==> config.mk <==
export PLATFORM = sky130hd
export DESIGN_NAME = mem_bus_arbiter_flat
export DESIGN_NICKNAME = d
export VERILOG_FILES = /design/src/rtl/mem_bus_arbiter_if.sv /design/src/rtl/mem_bus_arbiter.sv /design/src/flat_wrapper.sv
export SDC_FILE = /design/constraint.sdc
export NUM_CORES = 1
export LEC_CHECK = 0
export CAP_MARGIN = 25
export CORE_MARGIN = 1
export CORE_UTILIZATION = 62
export DETAILED_ROUTE_END_ITERATION = 10
export DONT_BUFFER_PORTS = 1
export PLACE_DENSITY = 0.78
export SYNTH_ARGS = -nofsm -noshare
export SYNTH_HDL_FRONTEND = slang
export SYNTH_SLANG_ARGS = --single-unit
==> constraint.sdc <==
create_clock -name clk -period 2.1 [get_ports clk]
set_input_delay 0.315 -clock clk [delete_from_list [all_inputs] [get_ports clk]]
set_output_delay 0.315 -clock clk [all_outputs]
set_load 0.005 [all_outputs]
==> src/rtl/mem_bus_arbiter_if.sv <==
// Bus bundle for mem_bus_arbiter: two Cpu-style requester ports, the
// single-port memory side, and arbiter status.
interface mem_bus_arbiter_if #(
    parameter int ADDR_WIDTH = 16,
    parameter int DATA_WIDTH = 8
);
    logic                  enable;

    logic                  cpu_req_rdwr;
    logic                  cpu_which_rdwr;
    logic [ADDR_WIDTH-1:0] cpu_addr;
    logic [DATA_WIDTH-1:0] cpu_data_out;
    logic                  cpu_ack;
    logic [DATA_WIDTH-1:0] cpu_data_in;

    logic                  dma_req_rdwr;
    logic                  dma_which_rdwr;
    logic [ADDR_WIDTH-1:0] dma_addr;
    logic [DATA_WIDTH-1:0] dma_data_out;
    logic                  dma_ack;
    logic [DATA_WIDTH-1:0] dma_data_in;

    logic                  mem_en;
    logic                  mem_we;
    logic [ADDR_WIDTH-1:0] mem_addr;
    logic [DATA_WIDTH-1:0] mem_wdata;
    logic [DATA_WIDTH-1:0] mem_rdata;

    logic                  busy;
    logic                  grant;

    // Arbiter side
    modport slave (
        input  enable,
        input  cpu_req_rdwr, cpu_which_rdwr, cpu_addr, cpu_data_out,
        output cpu_ack, cpu_data_in,
        input  dma_req_rdwr, dma_which_rdwr, dma_addr, dma_data_out,
        output dma_ack, dma_data_in,
        output mem_en, mem_we, mem_addr, mem_wdata,
        input  mem_rdata,
        output busy, grant
    );

    // Environment side: requesters plus the memory
    modport master (
        output enable,
        output cpu_req_rdwr, cpu_which_rdwr, cpu_addr, cpu_data_out,
        input  cpu_ack, cpu_data_in,
        output dma_req_rdwr, dma_which_rdwr, dma_addr, dma_data_out,
        input  dma_ack, dma_data_in,
        input  mem_en, mem_we, mem_addr, mem_wdata,
        output mem_rdata,
        input  busy, grant
    );
endinterface

==> src/rtl/mem_bus_arbiter.sv <==
// Round-robin arbiter sharing one single-port synchronous memory between
// the Cpu core (port 0) and a DMA/loader/debug master (port 1). The winning
// request is latched, presented to memory for one cycle, and acknowledged
// after the fixed read latency (reads) or immediately (writes).
module mem_bus_arbiter #(
    parameter int ADDR_WIDTH   = 16,
    parameter int DATA_WIDTH   = 8,
    parameter int READ_LATENCY = 1
) (
    input  logic               clk,
    input  logic               rst,
    mem_bus_arbiter_if.slave   bus
);
    typedef enum logic [1:0] {IDLE, ACCESS, WAIT, ACK} state_t;

    localparam logic [2:0] LAT = 3'(READ_LATENCY);

    state_t                state_q, state_d;
    logic                  last_q, last_d;
    logic                  grant_q, grant_d;
    logic                  we_q, we_d;
    logic [ADDR_WIDTH-1:0] addr_q, addr_d;
    logic [DATA_WIDTH-1:0] wdata_q, wdata_d;
    logic [2:0]            cnt_q, cnt_d;
    logic                  capture;
    logic                  win;
    logic                  access;

    // Per-port request fields gathered into arrays indexed by port ID
    logic [1:0]            req_vec;
    logic [1:0]            which_vec;
    logic [ADDR_WIDTH-1:0] addr_arr  [2];
    logic [DATA_WIDTH-1:0] wdata_arr [2];

    assign req_vec      = {bus.dma_req_rdwr,   bus.cpu_req_rdwr};
    assign which_vec    = {bus.dma_which_rdwr, bus.cpu_which_rdwr};
    assign addr_arr[0]  = bus.cpu_addr;
    assign addr_arr[1]  = bus.dma_addr;
    assign wdata_arr[0] = bus.cpu_data_out;
    assign wdata_arr[1] = bus.dma_data_out;

    // State and latched-transaction registers
    always_ff @(posedge clk) begin
        if (rst) begin
            state_q <= IDLE;
            last_q  <= 1'b1;   // port 0 wins the first tie
            grant_q <= 1'b0;
            we_q    <= 1'b0;
            addr_q  <= '0;
            wdata_q <= '0;
            cnt_q   <= '0;
        end else begin
            state_q <= state_d;
            last_q  <= last_d;
            grant_q <= grant_d;
            we_q    <= we_d;
            addr_q  <= addr_d;
            wdata_q <= wdata_d;
            cnt_q   <= cnt_d;
        end
    end

    // Next-state: grant in IDLE, one memory strobe, count out read latency, ack
    always_comb begin
        state_d = state_q;
        last_d  = last_q;
        grant_d = grant_q;
        we_d    = we_q;
        addr_d  = addr_q;
        wdata_d = wdata_q;
        cnt_d   = cnt_q;
        capture = 1'b0;
        win     = 1'b0;
        case (state_q)
            IDLE: begin
                if (bus.enable && (req_vec != 2'b00)) begin
                    // On a tie the port that did not win last time goes next
                    win     = (req_vec == 2'b11) ? ~last_q : req_vec[1];
                    grant_d = win;
                    last_d  = win;
                    we_d    = which_vec[win];
                    addr_d  = addr_arr[win];
                    wdata_d = wdata_arr[win];
                    state_d = ACCESS;
                end
            end
            ACCESS: begin
                if (we_q) begin
                    state_d = ACK;
                end else begin
                    cnt_d   = LAT;
                    state_d = WAIT;
                end
            end
            WAIT: begin
                // Counter keeps running regardless of enable so memory timing holds
                cnt_d = cnt_q - 3'd1;
                if (cnt_q == 3'd1) begin
                    capture = 1'b1;
                    state_d = ACK;
                end
            end
            ACK: begin
                state_d = IDLE;
            end
            default: begin
                state_d = IDLE;
            end
        endcase
    end

    // One read-data holding register per port; only that port's read capture updates it
    for (genvar gi = 0; gi < 2; gi++) begin : g_port
        logic [DATA_WIDTH-1:0] din_q, din_d;

        // Select new read data only on this port's capture cycle
        always_comb begin
            din_d = din_q;
            if (capture && (grant_q == 1'(gi))) begin
                din_d = bus.mem_rdata;
            end
        end

        // Read-data register
        always_ff @(posedge clk) begin
            if (rst) begin
                din_q <= '0;
            end else begin
                din_q <= din_d;
            end
        end
    end

    // Memory side is driven only during the single ACCESS cycle
    assign access        = (state_q == ACCESS);
    assign bus.mem_en    = access;
    assign bus.mem_we    = access & we_q;
    assign bus.mem_addr  = access ? addr_q  : '0;
    assign bus.mem_wdata = access ? wdata_q : '0;

    assign bus.cpu_ack     = (state_q == ACK) && (grant_q == 1'b0);
    assign bus.dma_ack     = (state_q == ACK) && (grant_q == 1'b1);
    assign bus.cpu_data_in = g_port[0].din_q;
    assign bus.dma_data_in = g_port[1].din_q;

    assign bus.busy  = (state_q != IDLE);
    assign bus.grant = grant_q;
endmodule
==> src/flat_wrapper.sv <==
// flat-port wrapper written by rule: the top's interface ports become plain ports
module mem_bus_arbiter_flat 
#(
    parameter int ADDR_WIDTH   = 16,
    parameter int DATA_WIDTH   = 8,
    parameter int READ_LATENCY = 1
)
  (clk, rst, bus_enable, bus_cpu_req_rdwr, bus_cpu_which_rdwr, bus_cpu_addr, bus_cpu_data_out, bus_cpu_ack, bus_cpu_data_in, bus_dma_req_rdwr, bus_dma_which_rdwr, bus_dma_addr, bus_dma_data_out, bus_dma_ack, bus_dma_data_in, bus_mem_en, bus_mem_we, bus_mem_addr, bus_mem_wdata, bus_mem_rdata, bus_busy, bus_grant);
  mem_bus_arbiter_if #(.ADDR_WIDTH(ADDR_WIDTH), .DATA_WIDTH(DATA_WIDTH)) bus_i ();
  input  logic clk;
  input  logic rst;
  input wire logic [$bits(bus_i.enable)-1:0] bus_enable;
  input wire logic [$bits(bus_i.cpu_req_rdwr)-1:0] bus_cpu_req_rdwr;
  input wire logic [$bits(bus_i.cpu_which_rdwr)-1:0] bus_cpu_which_rdwr;
  input wire logic [$bits(bus_i.cpu_addr)-1:0] bus_cpu_addr;
  input wire logic [$bits(bus_i.cpu_data_out)-1:0] bus_cpu_data_out;
  output wire logic [$bits(bus_i.cpu_ack)-1:0] bus_cpu_ack;
  output wire logic [$bits(bus_i.cpu_data_in)-1:0] bus_cpu_data_in;
  input wire logic [$bits(bus_i.dma_req_rdwr)-1:0] bus_dma_req_rdwr;
  input wire logic [$bits(bus_i.dma_which_rdwr)-1:0] bus_dma_which_rdwr;
  input wire logic [$bits(bus_i.dma_addr)-1:0] bus_dma_addr;
  input wire logic [$bits(bus_i.dma_data_out)-1:0] bus_dma_data_out;
  output wire logic [$bits(bus_i.dma_ack)-1:0] bus_dma_ack;
  output wire logic [$bits(bus_i.dma_data_in)-1:0] bus_dma_data_in;
  output wire logic [$bits(bus_i.mem_en)-1:0] bus_mem_en;
  output wire logic [$bits(bus_i.mem_we)-1:0] bus_mem_we;
  output wire logic [$bits(bus_i.mem_addr)-1:0] bus_mem_addr;
  output wire logic [$bits(bus_i.mem_wdata)-1:0] bus_mem_wdata;
  input wire logic [$bits(bus_i.mem_rdata)-1:0] bus_mem_rdata;
  output wire logic [$bits(bus_i.busy)-1:0] bus_busy;
  output wire logic [$bits(bus_i.grant)-1:0] bus_grant;
  assign bus_i.enable = bus_enable;
  assign bus_i.cpu_req_rdwr = bus_cpu_req_rdwr;
  assign bus_i.cpu_which_rdwr = bus_cpu_which_rdwr;
  assign bus_i.cpu_addr = bus_cpu_addr;
  assign bus_i.cpu_data_out = bus_cpu_data_out;
  assign bus_cpu_ack = bus_i.cpu_ack;
  assign bus_cpu_data_in = bus_i.cpu_data_in;
  assign bus_i.dma_req_rdwr = bus_dma_req_rdwr;
  assign bus_i.dma_which_rdwr = bus_dma_which_rdwr;
  assign bus_i.dma_addr = bus_dma_addr;
  assign bus_i.dma_data_out = bus_dma_data_out;
  assign bus_dma_ack = bus_i.dma_ack;
  assign bus_dma_data_in = bus_i.dma_data_in;
  assign bus_mem_en = bus_i.mem_en;
  assign bus_mem_we = bus_i.mem_we;
  assign bus_mem_addr = bus_i.mem_addr;
  assign bus_mem_wdata = bus_i.mem_wdata;
  assign bus_i.mem_rdata = bus_mem_rdata;
  assign bus_busy = bus_i.busy;
  assign bus_grant = bus_i.grant;
  mem_bus_arbiter #(.ADDR_WIDTH(ADDR_WIDTH), .DATA_WIDTH(DATA_WIDTH), .READ_LATENCY(READ_LATENCY)) u_core (.clk(clk), .rst(rst), .bus(bus_i));
endmodule
* Word level (Yosys, flattened, before mapping)
Cells that the tools add are included.
Word-level totals: bits of input ports 63, output and inout bits 46, bits in registers 48, word-level logic and storage cells 55
Operators by class: bitwise gates (word level) 4, reduce and logical (&&, ||, !) cells 12, multiplexer cells 19, add/subtract/negate cells 1, equality and inequality tests 8, magnitude comparators 2
Operators by type and width (number):
- 16-bit 2-to-1 mux | 4
- 8-bit 2-to-1 mux | 4
- 2-bit case mux with 4 select lines | 1
- 2-bit == test (second input constant) | 3
- 1-bit 2-to-1 mux | 6
- 3-bit case mux with 2 select lines | 1
- 2-bit AND reduction | 3
- 2-bit nonzero test | 3
- 1-bit logical AND | 5
- 2-bit 2-to-1 mux | 2
- 2-bit by 1-bit != test with 1-bit output (second input constant) | 2
- 3-bit by 1-bit == test with 1-bit output (second input constant) | 1
- 3-bit 2-to-1 mux | 1
- 3-bit by 1-bit subtractor with 3-bit output (second input constant) | 1
- 2-bit by 1-bit == test with 1-bit output (second input constant) | 1
- 2-bit greater-or-equal comparator (second input constant) | 1
- 2-bit zero test | 1
- 1-bit by 2-bit < comparator with 1-bit output (second input constant) | 1
- 2-bit != test (second input constant) | 1
- 1-bit inverter | 2
- 1-bit inverter with 2-bit output | 1
- 1-bit bitwise AND | 1

* Logic depth before layout (Yosys ltp)
Gate-level depths: netlist of the first run.
depth in word-level cells 6, depth in mapped cells 8, depth with buffers taken out 6

* Worst setup path before layout of the first run
No wires, ideal clock.
kind flip-flop to flip-flop, from register u_core.state_q[0], to register u_core.addr_q[10], slack 0.614 ns, data required time 1.955 ns, stages on the path, launching flop included 9, setup time 0.145 ns, clock period less this slack 1.486 ns, arrival 1.342 ns, path buffers 2, cells stage by stage dfxtp_1 -> inv_1 -> ha_1 -> inv_2 -> or2_1 -> buf_6 -> buf_12 -> a21oi_2 -> a211oi_2
Between the ends: word-level cells in the longest chain between the ends 2
RTL lines:
- start: declaration | line mem_bus_arbiter.sv:18 | state_t state_q, state_d;
- start signal: assignment | line mem_bus_arbiter.sv:53 | state_q <= state_d;
- 2-bit zero test | line mem_bus_arbiter.sv:74 | case (state_q)
- 2-bit AND reduction (no source line)
- end signal: assignment | line mem_bus_arbiter.sv:57 | addr_q <= addr_d;
- end: declaration | line mem_bus_arbiter.sv:22 | logic [ADDR_WIDTH-1:0] addr_q, addr_d;
Every way passes these cells. A chain may end at the register's enable or synchronous reset.

* Worst setup path in the final report of the first run
from register u_core.state_q[1], to output port bus_mem_addr[3]
Between the ends: word-level cells in the longest chain between the ends 2
RTL lines:
- 2-bit by 1-bit == test with 1-bit output | line mem_bus_arbiter.sv:135 | assign access = (state_q == ACCESS);
- 16-bit 2-to-1 mux | line mem_bus_arbiter.sv:138 | assign bus.mem_addr = access ? addr_q : '0;
- end: declaration | line flat_wrapper.sv:27 | output wire logic [$bits(bus_i.mem_addr)-1:0] bus_mem_addr;
Every way passes these cells.

==> results.yml, run 1 <==
cts:
  cts.repair.resized: 0
  cts_root_buf: "clkbuf_8"
  cts_made_buffers: 5
  cts_buffer_depth: 2
  clk_pin_slew_ns: 0.09
  tritoncts: "done"
  cts.sinks: 48
  cts_hold_buf: 0
  cts_setup_buffers: 0
  insertion_delay_ns: 0.30
  htreeDepth: 2
timing:
  finalHoldViolCount: 0
  timing.hold.ws_ns: 0.07683
  timing.fmax_ghz: 0.5820
  finalCritPeriodShare: 0.8182
  finalWorstSetupSlack_ns: 0.3817
  fin_setup_tns_ns: 0
  setup_violations: 0
  rsz0062_at_grt: "no"
  fin_worst_skew_ns: 0.009439
  worst-slew-pin-transition_ns: 0.3986
  slew_headroom: 0.7343
  min_period_ns: 1.718
  slew_viol_final: 0
power_and_ir_drop:
  pwr-share-clk: 0.235
  switching_share: 0.3556
  cellLeakagePower_uw: 0.0009420
  p_switching_uw: 1030
  power_frac_comb: 0.355
  intPower_uw: 1867
  power_density_mw_per_mm2: 1142
  p_seq_frac: 0.410
  peakVddDrop_v: 0.0008106
setup_path:
  crit_type: "reg2out"
  critPathMaxFanout: 15
  end_kind: "output port"
  crit_required_ns: 1.78
  crit_path_start_kind: "flop"
  critPathArrivalTime_ns: 1.40
routing:
  drt_iter0_markers: 74
  viasPerCell: 5.772
  ant_nets: 0
  drt-pass1-iter-count: 4
  wl_mm: 5.001
  post_drt_wl_per_cell_um: 15.44
  drc: 0
  vias: 1870
final_layout:
  diodes: 0
  final_cells: 324
  postLayoutCellArea_mm2: 0.002536
  area_delta_synth_final_pct: 3.683
  nNetsFinal: 344
  drive_above_1_share: 0.1957
placed_design:
  dpl.hpwl_mm: 3.484
  place_area_mm2: 0.002420
  dp_slack_ns: 0.4983
  io_buffers: 0
  place_congestion: 0.8018
  placed_cells: 316
synth:
  netlist_instances: 281
  yosys_warnings: 0
  synth_fp_nets: 350
  yosys.area.top_type: "dfxtp_1"
  synthTopCellsByCount: "50 x nand2_1, 48 x dfxtp_1, 38 x nor2_1, 26 x and2_1"
  synth_top_area_frac: 0.3928
  ys.flop_type: "dfxtp_1"
  synth_seq_cells: 48
  synth_most_common_cell: "nand2_1"
  seq_area_frac_synth: 0.3928
  syn_avg_cell_area_um2: 8.705
  ys_async_sr_fraction: 0
  yosys-top-cells-area: "dfxtp_1 39%, a211oi_2 9.2%, nand2_1 7.7%"
  synth_edf_count: 0
  syn-cell-area_mm2: 0.002446
  ys_types: 32
die:
  die_area_mm2: 0.004200
  die_width_um: 64.81
  start_util: 0.6582
  coreArea_mm2: 0.003716
  rows: 22
  boundaryPins: 109
  fp.dieH_um: 64.81
global_routing:
  grt_start_max_net_pins: 49
  grt_pass1_vias: 1813
  grt_pass1_wl_mm: 8.176
  antenna_found_initial: 0
  grt.total_usage: 0.2510
  overflow: 0
flow_run:
  drv_cap: 0
min_path:
  hold_class: "in2reg"
status:
  outcome: "finished, final reports clean"
power groups by stage:
| stage | clock network (uW) | registers [uW] | logic (uW) |
|---|---|---|---|
| after global placement | 0 | 1200 | 1000 |
| after global routing | 735 | 1210 | 1160 |
| after detailed placement | 0 | 1210 | 1040 |
| after CTS | 695 | 1190 | 1040 |
| after floorplan | 0 | 1180 | 918 |
| final | 680 | 1190 | 1030 |
sequential cells by signal (all words and copies together) (netlist names):
signal,count
u_core.addr_q,16
u_core.bus.cpu_data_in,8
u_core.bus.dma_data_in,8
u_core.wdata_q,8
u_core.cnt_q,3
u_core.state_q,2
u_core.bus.grant,1
u_core.last_q,1
u_core.we_q,1
logic make-up after synthesis:
group / share of synthesized area
AOI/OAI and AO/OA: 0.2358
adders and majority gates: 0.03069
buffers and inverters: 0.07110
DFF: 0.3928
muxes: 0.03683
and+or+nand+nor: 0.2327
critical path: stages, from the launching register on:
cell and delay (ns):
dfxtp_1 0.41, inv_1 0.09, ha_1 0.22, buf_4 0.19
and2_1 0.19
per-layer routing:
| layer | track usage | vias up | share of wire |
|---|---|---|---|
| met1 | 0.3275 | 864 | 0.46 |
| met5 | 0 | - | 0 |
| met4 | 0.06111 | 0 | 0.0092 |
| li1 | - | 931 | - |
| met2 | 0.3932 | 69 | 0.46 |
| met3 | 0.08803 | 6 | 0.078 |
final timing paths:
check,startpoint,endpoint,slack (ns),cells after the start
worst min register to register,u_core.bus.dma_data_in[0]$_SDFFE_PP0P_,u_core.bus.dma_data_in[0]$_SDFFE_PP0P_,0.48,2
worst max-delay path,u_core.state_q[1]$_SDFFE_PP0P_,bus_mem_addr[3],0.38,4
worst max register to register,u_core.state_q[0]$_SDFFE_PP0P_,u_core.addr_q[2]$_SDFFE_PP0P_,0.49,7
worst min-delay path,rst,u_core.addr_q[12]$_SDFFE_PP0P_,0.08,1
stage by stage:
step	total power (uW)	utilization
CTS	2924	0.6825
detailed placement	2247	0.6512
global placement	2206	0.6512
global route	3111	0.6825
floorplan	2097	-
finish	2897	0.6825
area by class of cell:
type | instances | area [um^2]
timing repair buffer | 7 | 65.06
clock inverter | 3 | 47.55
sequential | 48 | 960.9
clock buffer | 5 | 68.82
fill | 324 | 1180
tap | 48 | 60.06
multi-input combinational | 207 | 1311
inverter | 6 | 22.52
layout by cell type (no fill, tap or decap), types with 5 or more instances in the layout:
master,synthesis,routed
dfxtp_1,48,48
nor2_1,38,38
mux2i_1,9,9
a21oi_2,18,18
buf_4,2,6
a211oi_1,8,8
nand2_1,50,50
and2_1,26,26
ha_1,6,6
clkbuf_8,0,5
a21oi_1,18,18
a211oi_2,18,18
inv_1,5,5
Power figures use the tool's default switching activity.
==> run 2: changes to the inputs <==
--- a/config.mk
+++ b/config.mk
@@ -7,10 +7,10 @@
 export LEC_CHECK = 0
 export CAP_MARGIN = 25
 export CORE_MARGIN = 1
-export CORE_UTILIZATION = 62
+export CORE_UTILIZATION = 56
 export DETAILED_ROUTE_END_ITERATION = 10
 export DONT_BUFFER_PORTS = 1
-export PLACE_DENSITY = 0.78
+export PLACE_DENSITY = 0.74
 export SYNTH_ARGS = -nofsm -noshare
 export SYNTH_HDL_FRONTEND = slang
 export SYNTH_SLANG_ARGS = --single-unit
==> constraint.sdc (replaced) <==
create_clock -name clk -period 1.5 [get_ports clk]
set_input_delay 0.225 -clock clk [delete_from_list [all_inputs] [get_ports clk]]
set_output_delay 0.225 -clock clk [all_outputs]
set_load 0.005 [all_outputs]
==> results.yml, run 2 (same netlist as run 1, synthesis figures left out) <==
cts:
  tritoncts: "done"
  insertion_delay_ns: 0.30
  cts.sinks: 48
  cts_made_buffers: 5
  clk_pin_slew_ns: 0.09
  htreeDepth: 2
  cts_root_buf: "clkbuf_8"
  cts_buffer_depth: 2
die:
  die_area_mm2: 0.004636
  coreArea_mm2: 0.004086
  boundaryPins: 109
  fp.dieH_um: 68.09
  rows: 23
  die_width_um: 68.09
  start_util: 0.5986
timing:
  rsz0062_at_grt: "yes"
  min_period_ns: 1.524
  slew_headroom: 0.7655
  slew_viol_final: 0
  finalWorstSetupSlack_ns: -0.02439
  setup_violations: 17
  finalCritPeriodShare: 1.016
  finalHoldViolCount: 13
  worst-slew-pin-transition_ns: 0.3481
  timing.hold.ws_ns: -0.02978
  timing.fmax_ghz: 0.6560
  fin_worst_skew_ns: 0.01114
placed_design:
  place_area_mm2: 0.002487
  dpl.hpwl_mm: 3.786
  place_congestion: 0.7691
  io_buffers: 0
  placed_cells: 325
setup_path:
  path_cells: "buf_6 > ha_4 > buf_8 > and2_1"
  crit_path_max_incr_delay_ns: 0.36
  end_kind: "output port"
  critPathArrivalTime_ns: 1.30
  critPathBufInv: 2
  cpLargestDelayFamily: "flip-flops"
  crit_required_ns: 1.27
  crit_path_start_kind: "flop"
  crit_type: "reg2out"
  critPathMaxFanout: 11
  critPathSlowestCell: "dfxtp_2"
min_path:
  hold_class: "in2reg"
final_layout:
  final_cells: 337
  largest_reg_flops: 16
  regArea_um2: 965.9
  final_cell_mix: "50 x nand2_1, 46 x dfxtp_1, 38 x nor2_1"
  postLayoutCellArea_mm2: 0.002770
  layout_commonest_cell: "nand2_1"
  diodes: 0
  fillers: 337
  multi_input_comb_area_mm2: 0.001393
  regMostFlops: "u_core.addr_q"
  drive_above_1_share: 0.3171
  area_delta_synth_final_pct: 13.25
  nNetsFinal: 355
global_routing:
  grt_pass1_wl_mm: 8.093
  grt.total_usage: 0.2352
  antenna_found_initial: 0
  grt_pass1_vias: 1709
  overflow: 0
  grt_start_max_net_pins: 49
routing:
  drt-pass1-iter-count: 4
  post_drt_wl_per_cell_um: 17.12
  viasPerCell: 5.647
  drt_iter0_markers: 70
  wl_mm: 5.769
  drc: 0
  ant_nets: 0
  vias: 1903
flow_run:
  drv_cap: 0
power_and_ir_drop:
  power_density_mw_per_mm2: 1644
  peakVddDrop_v: 0.0009719
  cellLeakagePower_uw: 0.001040
status:
  outcome: "complete, but fails checks"
  violations: "negative hold slack, negative setup slack"
-- run 2: changes by cell type in the layout (fill, tap and decap cells not counted), moves of 2 or more --
cell,before,now
ha_2,0,2
ha_1,6,2
and2_1,26,9
ha_4,0,2
buf_6,0,3
buf_4,6,10
clkinv_4,2,0
and2_4,0,17
dfxtp_1,48,46
-- run 2: power by group --
part | total [uW] | switching (uW) | internal [uW]
logic | 1940 | 1000 | 935
clock network | 929 | 433 | 495
registers | 1690 | 159 | 1530
-- run 2: worst paths after layout --
| path | slack [ns] | start | to | cells past startpoint |
|---|---|---|---|---|
| min | -0.03 | rst | u_core.addr_q[10]$_SDFFE_PP0P_ | 1 |
| max reg2reg | -0.01 | u_core.state_q[0]$_SDFFE_PP0P_ | u_core.bus.cpu_data_in[2]$_SDFFE_PP0P_ | 6 |
| max | -0.02 | u_core.state_q[0]$_SDFFE_PP0P_ | bus_mem_wdata[5] | 4 |
| min reg2reg | 0.47 | u_core.last_q$_SDFFE_PP1P_ | u_core.last_q$_SDFFE_PP1P_ | 2 |
-- run 2: per-stage QoR --
stage | power, uW | worst slack [ns] | hold WS (ns) | TNS, ns | utilization
detailed placement | 3218 | -0.05717 | 0.2965 | -0.2439 | 0.6087
floorplan | 2936 | 0.01364 | 0.3610 | 0 | -
global placement | 3167 | 0.03184 | 0.2946 | 0 | 0.6087
CTS | 4353 | -0.001974 | -0.02819 | -0.003668 | 0.6558
global route | 4838 | -0.09346 | -0.03612 | -1.744 | 0.6779
finish | 4555 | -0.02439 | -0.02978 | -0.2399 | 0.6779
-- run 2: layer usage --
layer / track usage / up-vias / wire length (um)
met5: 0 / - / 0
met4: 0.06771 / 0 / 54
met3: 0.07000 / 9 / 426
met2: 0.3958 / 68 / 2859
met1: 0.2876 / 879 / 2428
li1: - / 947 / -
-- run 2: final cells by class --
cell class | count | share of cell area
flip-flops and latches | 48 | 0.3487
inverters | 6 | 0.009033
clock buffers | 6 | 0.02620
clock inverters | 2 | 0.01265
well taps | 50 | 0.02258
multi-input cells | 207 | 0.5027
repair buffers | 18 | 0.07814
-- run 2: repair_timing --
item / CTS / global route
setup buffers: 0 / 2
endpoints found under the setup margin: 41 / 67
pin swaps: 1 / 16
hold endpoints to repair: 47 / 44
gates resized for setup: 21 / 16
gates cloned: 1 / 1
-- run 2: worst reg2reg max path, stage by stage, from the launching register on --
cell and delay [ns]:
dfxtp_2 0.34, inv_1 0.12, ha_2 0.29, nor3b_2 0.19, buf_4 0.21, mux2i_1 0.20, nor2_1 0.05
